## src/rtl/vram_arbiter.sv

```systemverilog
// Arbitrates one single-port synchronous tile RAM between VGA scanout reads
// (priority, on pixel strobes) and game-logic writes through a req/ack handshake.
`timescale 1ns/1ps
module vram_arbiter #(
  parameter int ADDR_W     = 11,
  parameter int DATA_W     = 4,
  parameter int STARVE_MAX = 8
) (
  input  logic              clk,
  input  logic              reset,
  input  logic              clk_en,
  input  logic              disp_req,
  input  logic [ADDR_W-1:0] disp_addr,
  output logic [DATA_W-1:0] disp_data,
  output logic              disp_valid,
  input  logic              wr_req,
  input  logic [ADDR_W-1:0] wr_addr,
  input  logic [DATA_W-1:0] wr_data,
  output logic              wr_ack,
  input  logic              clr_err,
  output logic              err_starve,
  output logic [ADDR_W-1:0] ram_addr,
  output logic              ram_we,
  output logic [DATA_W-1:0] ram_wdata,
  input  logic [DATA_W-1:0] ram_rdata
);

  localparam int CNT_W = $clog2(STARVE_MAX + 1);
  localparam logic [CNT_W-1:0] CNT_MAX = CNT_W'(STARVE_MAX);

  typedef enum logic [1:0] {IDLE, RD, WR, ACK_GAP} state_t;

  state_t            state_q, state_d;
  logic [ADDR_W-1:0] ram_addr_q, ram_addr_d;
  logic [DATA_W-1:0] ram_wdata_q, ram_wdata_d;
  logic              wr_grant_q, wr_grant_d;
  logic              rd_data_q, rd_data_d;
  logic              disp_valid_q, disp_valid_d;
  logic [DATA_W-1:0] disp_data_q, disp_data_d;
  logic [CNT_W-1:0]  starve_cnt_q, starve_cnt_d;
  logic              err_q, err_d;
  logic              grant_rd, grant_wr;

  always_comb begin
    grant_rd = clk_en & disp_req;
    // A write is never granted in the cycle its ack is showing (state WR)
    grant_wr = !grant_rd && wr_req && (state_q != WR);

    if (grant_rd)            state_d = RD;
    else if (grant_wr)       state_d = WR;
    else if (state_q == WR)  state_d = ACK_GAP;
    else                     state_d = IDLE;

    ram_addr_d  = ram_addr_q;
    ram_wdata_d = ram_wdata_q;
    if (grant_rd) begin
      ram_addr_d = disp_addr;
    end else if (grant_wr) begin
      ram_addr_d  = wr_addr;
      ram_wdata_d = wr_data;
    end
    wr_grant_d = grant_wr;

    // rd_data_q marks the cycle in which ram_rdata carries the scanout word
    rd_data_d    = (state_q == RD);
    disp_valid_d = rd_data_q;
    disp_data_d  = rd_data_q ? ram_rdata : disp_data_q;

    starve_cnt_d = '0;
    if (wr_req && !grant_wr) begin
      starve_cnt_d = (starve_cnt_q == CNT_MAX) ? CNT_MAX : starve_cnt_q + CNT_W'(1);
    end

    if (starve_cnt_d == CNT_MAX) err_d = 1'b1;
    else if (clr_err)            err_d = 1'b0;
    else                         err_d = err_q;
  end

  always_ff @(posedge clk or posedge reset) begin
    if (reset) begin
      state_q      <= IDLE;
      ram_addr_q   <= '0;
      ram_wdata_q  <= '0;
      wr_grant_q   <= 1'b0;
      rd_data_q    <= 1'b0;
      disp_valid_q <= 1'b0;
      disp_data_q  <= '0;
      starve_cnt_q <= '0;
      err_q        <= 1'b0;
    end else begin
      state_q      <= state_d;
      ram_addr_q   <= ram_addr_d;
      ram_wdata_q  <= ram_wdata_d;
      wr_grant_q   <= wr_grant_d;
      rd_data_q    <= rd_data_d;
      disp_valid_q <= disp_valid_d;
      disp_data_q  <= disp_data_d;
      starve_cnt_q <= starve_cnt_d;
      err_q        <= err_d;
    end
  end

  assign ram_addr   = ram_addr_q;
  assign ram_wdata  = ram_wdata_q;
  assign ram_we     = wr_grant_q;
  assign wr_ack     = wr_grant_q;
  assign disp_valid = disp_valid_q;
  assign disp_data  = disp_data_q;
  assign err_starve = err_q;

endmodule

```

## config.mk

```make
export PLATFORM = sky130hd
export DESIGN_NAME = vram_arbiter
export DESIGN_NICKNAME = d
export VERILOG_FILES = /design/src/rtl/vram_arbiter.sv
export SDC_FILE = /design/constraint.sdc
export NUM_CORES = 1
export LEC_CHECK = 0
export ABC_AREA = 1
export CORE_MARGIN = 1
export CORE_UTILIZATION = 44
export DETAILED_ROUTE_END_ITERATION = 7
export PLACE_DENSITY_LB_ADDON = 0.12
export SKIP_LAST_GASP = 1
export SLEW_MARGIN = 20
export SYNTH_ARGS = -nofsm -noshare
export SYNTH_HDL_FRONTEND = slang
export SYNTH_SLANG_ARGS = --single-unit
```

## constraint.sdc

```tcl
create_clock -name clk -period 2.4 [get_ports clk]
set_clock_uncertainty 0.1 [all_clocks]
set_input_delay 0.24 -clock clk [delete_from_list [all_inputs] [get_ports clk]]
set_output_delay 0.24 -clock clk [all_outputs]
set_load 0.02 [all_outputs]
```

After elaboration in Yosys (flattened, before gate mapping)
Index checks and enable logic that the tools add are counted.

Register bits after elaboration: 29. Input bits: 36. Output and inout port bits: 23.

Add/subtract/negate cells: 1. Eq/ne operators: 5. Mux-type cells: 9. Bitwise operators: 2. Reductions and logical operators: 8.

Operators by type and width (count): $mux W11 (2); $eq A4 B4 Y1 const B (2); $mux W4 (2); $mux W2 (3); $add A4 B1 Y4 const B (1); $reduce_bool A2 Y1 (2); $logic_and A1 B1 Y1 (3); $eq A2 B1 Y1 const B (1); $eq A2 B2 Y1 const B (1); $logic_not A1 Y1 (2); $mux W1 (2); $ne A2 B2 Y1 const B (1); $reduce_and A2 Y1 (1); $and A1 B1 Y1 (1); $not A1 Y1 (1).

Depth between registers and ports, before layout
Gate-level depths: netlist (run 1).

Depth after elaboration: 9. Gate-level depth with buffers: 7. Depth with buffers taken out: 6.

Worst setup path after synthesis (run 1)
Ideal clock, no wire load.

Kind: reg-to-reg. Start point: reg state_q[1]. End point: reg ram_addr_q[0], in the netlist ram_addr[0]. Setup time: 0.119 ns. Arrival: 0.954 ns. Slack: 1.227 ns. Cell stages (with the launch flop): 7. Buffers on the path: 1. Path through: dfrtp_1 nand2_2 nand3_4 nand2_2 buf_6 o21ai_2 o21a_1.

Longest elaborated chain between the ends: 3.

Ends and longest elaborated chain: from (decl) (RTL line 33) `state_t state_q, state_d;`; from (signal assigned) (RTL line 91) `state_q <= state_d;`; $ne A2 B2 Y1 (RTL line 47) `grant_wr = !grant_rd && wr_req && (state_q != WR);`; $logic_and A1 B1 Y1 (RTL line 47); $reduce_bool A2 Y1 (no line); to (signal assigned) (RTL line 92) `ram_addr_q <= ram_addr_d;`; to (decl) (RTL line 34) `logic [ADDR_W-1:0] ram_addr_q, ram_addr_d;`.

No other way between the ends. A chain may end at the register's enable or synchronous reset.

Final worst setup path (run 1)
Start point: reg ram_addr_q[5], in the netlist ram_addr[5]. End point: out ram_addr[5].

RTL lines: to (decl) (RTL line 22) `output logic [ADDR_W-1:0] ram_addr,`.

No word-level cell between the ends.

==> results of run 1 <==
[how the worst min path moves through the flow]
stage,startpoint,endpoint,cells after the start
6_report,reset,state_q[1],3
5_1_grt,reset,disp_valid_d,3
4_1_cts,reset,starve_cnt_q[2],3
3_5_place_dp,state_q[1],disp_valid_d,1
3_3_place_gp,state_q[1],disp_valid_d,1
2_1_floorplan,reset,disp_data[0],1
[flip-flops by register name (all words and copies together), names as in the netlist]
register	count
state_q	2
disp_data	4
ram_addr	11
ram_we	1
starve_cnt_q	4
err_starve	1
ram_wdata	4
disp_valid_d	1
disp_valid	1
[area by class of cell]
type | count | area share
sequential | 29 | 0.3711
timing repair buffer | 59 | 0.3007
multi-input combinational | 88 | 0.2591
clock inverter | 2 | 0.005118
inverter | 12 | 0.02303
tap | 31 | 0.01983
clock buffer | 6 | 0.02111
[cell families after synthesis]
family	count (synthesis)	synth area share
adder cells (fa/ha/maj)	2	0.01892
buffers and inverters	17	0.06811
multiplexers	4	0.03406
flip-flops	29	0.5487
AO/OA/AOI/OAI	27	0.1485
AND/OR/NAND/NOR	55	0.1816
[power breakdown]
| group | switching (W) | leakage, nW | internal, W |
|---|---|---|---|
| logic | 0.000200 | 0.485 | 0.000224 |
| clock network | 0.000163 | 0.0320 | 0.000111 |
| registers | 0.0000413 | 0.348 | 0.000561 |
[placed cells by master, fill, tap and decap left out]
master           synthesis  final
nand2_4                  1      1
ha_1                     2      2
a21oi_1                  4      4
nand2_2                  2      2
mux2_2                   4      4
dfrtp_1                 29     29
o21ai_0                  3      3
o21a_1                  11     11
nand4_1                  1      1
inv_1                   11     11
nand2_1                 20     20
clkinv_2                 0      2
buf_4                    3      1
nand3_4                  1      1
nand3_1                  4      4
inv_2                    1      1
clkdlybuf4s50_1          0     58
clkbuf_4                 0      5
nor2_1                  26     26
clkbuf_1                 0      1
o21ai_2                  9      9
[cell usage after synthesis]
library cell / number
nand2_1: 20
o21a_1: 11
mux2_2: 4
nand2_4: 1
inv_2: 1
buf_4: 3
inv_1: 11
o21ai_2: 9
buf_6: 2
nand3_1: 4
nand4_1: 1
dfrtp_1: 29
nor2_1: 26
nand2_2: 2
o21ai_0: 3
a21oi_1: 4
nand3_4: 1
ha_1: 2
[through the flow]
stage | hold WS (ps) | power (W) | area, µm² | utilization | instances
global route | 218.9 | 0.001372 | 1956 | 0.6971 | 227
finish | 191.9 | 0.001301 | 1956 | 0.6971 | 227
floorplan | 218.1 | 0.0008267 | 1323 | - | 134
global placement | 331.8 | 0.001030 | 1904 | 0.6789 | 219
CTS | 190.5 | 0.001324 | 1956 | 0.6971 | 227
detailed placement | 335.4 | 0.001043 | 1904 | 0.6789 | 219
[layer usage]
metal  up-vias  wire, µm
met5         -         0
met4         0        51
met3         7       178
met2        39      1460
met1       535      1138
li1        553         -
==> reports/metrics.cfg, run 1 <==
[die]
die-area_mm2 = 0.003229
core_area_mm2 = 0.002805
fp.dieW_um = 56.83
initial_utilization = 0.4715
pin_count = 59
die_h_um = 56.83
row_count = 19

[critical_path]
slowest_stage = clkdlybuf4s50_1
end_kind = primary output
crit_path_cell_trace = clkdlybuf4s50_1
cp.depth = 1
worstReg2RegStart = state_q[1]
critPathBufInv = 1
timing.rr.end = ram_addr[9]
worstPathRequired_ps = 2060
crit_fanout = 2
slowest_delay_ps = 620
startpoint = ram_addr[5]
rr_worst_depth = 5
rrSetupSlack_ps = 900
cp.arrival_ps = 1310
critPathKind = reg2out
crit_end = ram_addr[5]
cp_top_family = buffers and inverters
cp-start-kind = flip-flop

[cells_and_area]
nFillCells = 227
diodes = 0
final_net_count = 233
seq_area_um2 = 725.7
drive_above_1_share = 0.1327
multi_input_area_um2 = 506.7
area_delta_synth_final_pct = 47.87

[detailed_routing]
wire_per_inst_um = 12.46
ant_nets = 0
vias = 1134
drtIter0Drc = 60
viasPerCell = 4.996
wirelength_mm = 2.828
drc = 4
drt_first_pass_iters = 6

[cts]
cts.sinks = 29
postCtsSetupBuffers = 0
postCtsHoldBufs = 0
clk_path_buf_depth = 2
root_buffer = clkbuf_4
post_cts_resized = 0
numCtsBuffers = 5
clkSlewWorstSetupHoldPaths_ps = 90
htree_num_levels = 2
cts_tree = yes
clk_latency_ps = 320

[global_route]
grt_overflow = 0
grt_pass1_vias = 1171
use_met2 = 0.3571
grt.met3_usage = 0.05760
top_usage_layer = met2
grt_max_degree = 30
grtUsageTotal = 0.1974
antenna_found_initial = 0
grtUsageMet1 = 0.2072
grt_pass1_wl_mm = 4.809

[placed_design]
port-buffer-count = 58
place_hpwl_mm = 2.162
pre_cts_slack_ps = 465.4
gp_congestion = 0.6932

[timing]
min_period_over_period = 0.6860
drv_slew = 0
hold_viol = 0
max_freq_mhz = 607.4
setup_ws_ps = 753.5
setup_viol = 0
fin_crit_ps = 1646
fin_tns_setup_ps = 0
slew-limit-headroom = 0.6835
worst_pin_slew_ps = 473.1
rsz0062_at_grt = no

[pwr]
p_leak_nw = 0.8647
vdd_drop_max_mv = 0.4606
p_per_area_mw_per_mm2 = 665.3

[synth]
synth_area_leader_cell = dfrtp_1
ys_warn_count = 0
syn_area_mm2 = 0.001323
ys_seq_area_frac = 0.5487
synthCells = 134
syn_area_per_cell_um2 = 9.870
ys_seq_elements = 29
netlist.area_leader.share = 0.5487
syn_nets = 172
synth_area_leaders = dfrtp_1 (55%), nor2_1 (7.4%), o21a_1 (6.2%)
synth_cell_type_count = 18

[outcome]
violations = design-rule violations
status = finished, violations left

[run]
max_cap_viol_count = 0

[min_path]
hold_class = in2async

(Power assumes the default switching activity.)
==> run 2: changes to the inputs <==
--- a/config.mk
+++ b/config.mk
@@ -7,7 +7,7 @@
 export LEC_CHECK = 0
 export ABC_AREA = 1
 export CORE_MARGIN = 1
-export CORE_UTILIZATION = 44
+export CORE_UTILIZATION = 37
 export DETAILED_ROUTE_END_ITERATION = 7
 export PLACE_DENSITY_LB_ADDON = 0.12
 export SKIP_LAST_GASP = 1
==> constraint.sdc (replaced) <==
create_clock -name clk -period 1.34 [get_ports clk]
set_clock_uncertainty 0.1 [all_clocks]
set_input_delay 0.134 -clock clk [delete_from_list [all_inputs] [get_ports clk]]
set_output_delay 0.134 -clock clk [all_outputs]
set_load 0.02 [all_outputs]
==> reports/metrics.cfg, run 2 (synthesis gave the netlist of run 1 again) <==
[timing]
hold_viol = 0  ; unchanged
fin_crit_ps = 1276
max_freq_mhz = 783.6
min_period_over_period = 0.9524
rsz0062_at_grt = yes  ; was no
setup_viol = 0  ; unchanged
slew-limit-headroom = 0.8482  ; was 0.6835
hold-worst-slack_ps = 59.35  ; was 191.9 ps
worst_pin_slew_ps = 228.5  ; was 473.1 ps
drv_slew = 0  ; unchanged

[detailed_routing]
wirelength_mm = 3.121  ; was 2.828 mm
viasPerCell = 4.645  ; was 4.996
vias = 1166  ; was 1134
drtIter0Drc = 26  ; was 60
ant_nets = 0  ; unchanged
wire_per_inst_um = 12.43  ; was 12.46 µm
drt_first_pass_iters = 4  ; was 6
drc = 0  ; was 4

[pwr]
p_leak_nw = 0.9647  ; was 0.8647 nW
vdd_drop_max_mv = 0.5990  ; was 0.4606 mV
p_per_area_mw_per_mm2 = 1152  ; was 665.3 mW/mm²
power_w = 0.002423  ; was 0.001301 W

[die]
die_h_um = 61.79  ; was 56.83 µm
die-area_mm2 = 0.003817  ; was 0.003229 mm²
pin_count = 59  ; unchanged
initial_utilization = 0.3902  ; was 0.4715
fp.dieW_um = 61.79  ; was 56.83 µm
row_count = 21  ; was 19
core_area_mm2 = 0.003390  ; was 0.002805 mm²

[placed_design]
port-buffer-count = 58  ; unchanged
gp_congestion = 0.6880  ; was 0.6932
place_hpwl_mm = 2.251  ; was 2.162 mm
dpl-instance-area_mm2 = 0.001993  ; was 0.001904 mm²

[global_route]
grt_pass1_wl_mm = 4.692  ; was 4.809 mm
grt_max_degree = 30  ; unchanged
grtUsageTotal = 0.1763  ; was 0.1974
grt_overflow = 0  ; unchanged
grt_pass1_vias = 1130  ; was 1171
antenna_found_initial = 0  ; unchanged

[cells_and_area]
layout_commonest_cell = clkdlybuf4s50_1  ; unchanged
seq_area_um2 = 725.7  ; unchanged
drive_above_1_share = 0.2098  ; was 0.1327
largest_reg_flops = 11  ; unchanged
final_area_mm2 = 0.002102  ; was 0.001956 mm²
mostFrequentLayoutCells = clkdlybuf4s50_1 (35), dfrtp_1 (29), nor2_1 (26)  ; was clkdlybuf4s50_1 (58), dfrtp_1 (29), nor2_1 (26)
diodes = 0  ; unchanged
area_delta_synth_final_pct = 58.94  ; was 47.87%
nFillCells = 305  ; was 227
multi_input_area_um2 = 533.0  ; was 506.7 µm²
final_net_count = 242  ; was 233

[critical_path]
rr_worst_depth = 6  ; was 5
timing.rr.end = ram_addr[8]  ; was ram_addr[9]
cp.arrival_ps = 1040  ; was 1310 ps
crit_path_cell_trace = dlygate4sd2_1  ; was clkdlybuf4s50_1
crit_fanout = 2  ; unchanged
cp_top_family = flip-flops  ; was buffers and inverters
worstReg2RegStart = state_q[1]  ; unchanged
critPathKind = reg2out  ; unchanged
crit_end = ram_addr[0]  ; was ram_addr[5]
slowest_stage = dfrtp_1  ; was clkdlybuf4s50_1
end_kind = primary output  ; unchanged
cp.depth = 1  ; unchanged
rrSetupSlack_ps = 80  ; was 900 ps
startpoint = ram_addr[0]  ; was ram_addr[5]
worstPathRequired_ps = 1110  ; was 2060 ps
critPathBufInv = 1  ; unchanged
cp-start-kind = flip-flop  ; unchanged
slowest_delay_ps = 400  ; was 620 ps

[cts]
clkSlewWorstSetupHoldPaths_ps = 90  ; about the same
cts.sinks = 29  ; unchanged
clk_latency_ps = 320  ; about the same
root_buffer = clkbuf_4  ; unchanged
clk_path_buf_depth = 2  ; unchanged
htree_num_levels = 2  ; unchanged
cts_tree = yes  ; unchanged
postCtsHoldBufs = 0  ; unchanged
numCtsBuffers = 5  ; unchanged

[run]
max_cap_viol_count = 0  ; unchanged

[min_path]
hold_class = in2async  ; unchanged

[outcome]
status = complete, no violations  ; was finished, violations left

[run 2: cell types whose count changed in the layout (fill, tap and decap cells not counted), sizes merged]
cell | before | now
buf | 1 | 9
clkbuf | 6 | 8
clkdlybuf4s15 | 0 | 1
clkdlybuf4s50 | 58 | 35
clkinv | 2 | 1
dlygate4sd2 | 0 | 22
[run 2: cell type report]
cell class,instances,area share
Inverter,12,0.02143
Sequential cell,29,0.3452
Tap cell,46,0.02738
Clock inverter,1,0.002381
Multi-Input combinational cell,88,0.2536
Timing Repair Buffer,68,0.3190
Clock buffer,7,0.03095
[run 2: worst min-delay path by stage]
stage          slack, ps  cells past startpoint            to
3_5_place_dp         340                      1  disp_valid_d
6_report              60                      3  ram_wdata[1]
3_3_place_gp         330                      1  disp_valid_d
2_1_floorplan        110                      1  disp_data[0]
5_1_grt               70                      3   ram_addr[0]
4_1_cts               70                      3   ram_addr[0]
[run 2: per-layer routing]
| metal | global-route usage | wire length, µm | vias up |
|---|---|---|---|
| li1 | - | - | 573 |
| met1 | 0.1841 | 1239 | 550 |
| met2 | 0.3164 | 1650 | 37 |
| met3 | 0.07867 | 191 | 6 |
| met4 | 0.05714 | 40 | 0 |
| met5 | 0 | 0 | - |
[run 2: repair_timing]
item                                    4_1_cts  5_1_grt
resized for setup                            23       10
pin swaps                                     0        2
endpoints found under the setup margin       23        3
setup buffers                                 0        2
gates cloned                                  0        1
[run 2: stage by stage]
| stage | instances | setup TNS [ps] | utilization | setup WS (ps) |
|---|---|---|---|---|
| CTS | 248 | 0 | 0.6002 | 16.01 |
| global placement | 240 | -1317 | 0.5880 | -121.8 |
| finish | 251 | 0 | 0.6202 | 63.84 |
| detailed placement | 240 | -1922 | 0.5880 | -184.5 |
| global route | 251 | -64.31 | 0.6202 | -37.92 |
| floorplan | 134 | 0 | - | 167.0 |
[run 2: report_power, final]
| group | switching, W | leakage, nW | internal, W |
|---|---|---|---|
| registers | 0.0000687 | 0.348 | 0.00100 |
| clock network | 0.000302 | 0.0413 | 0.000304 |
| logic | 0.000376 | 0.575 | 0.000367 |
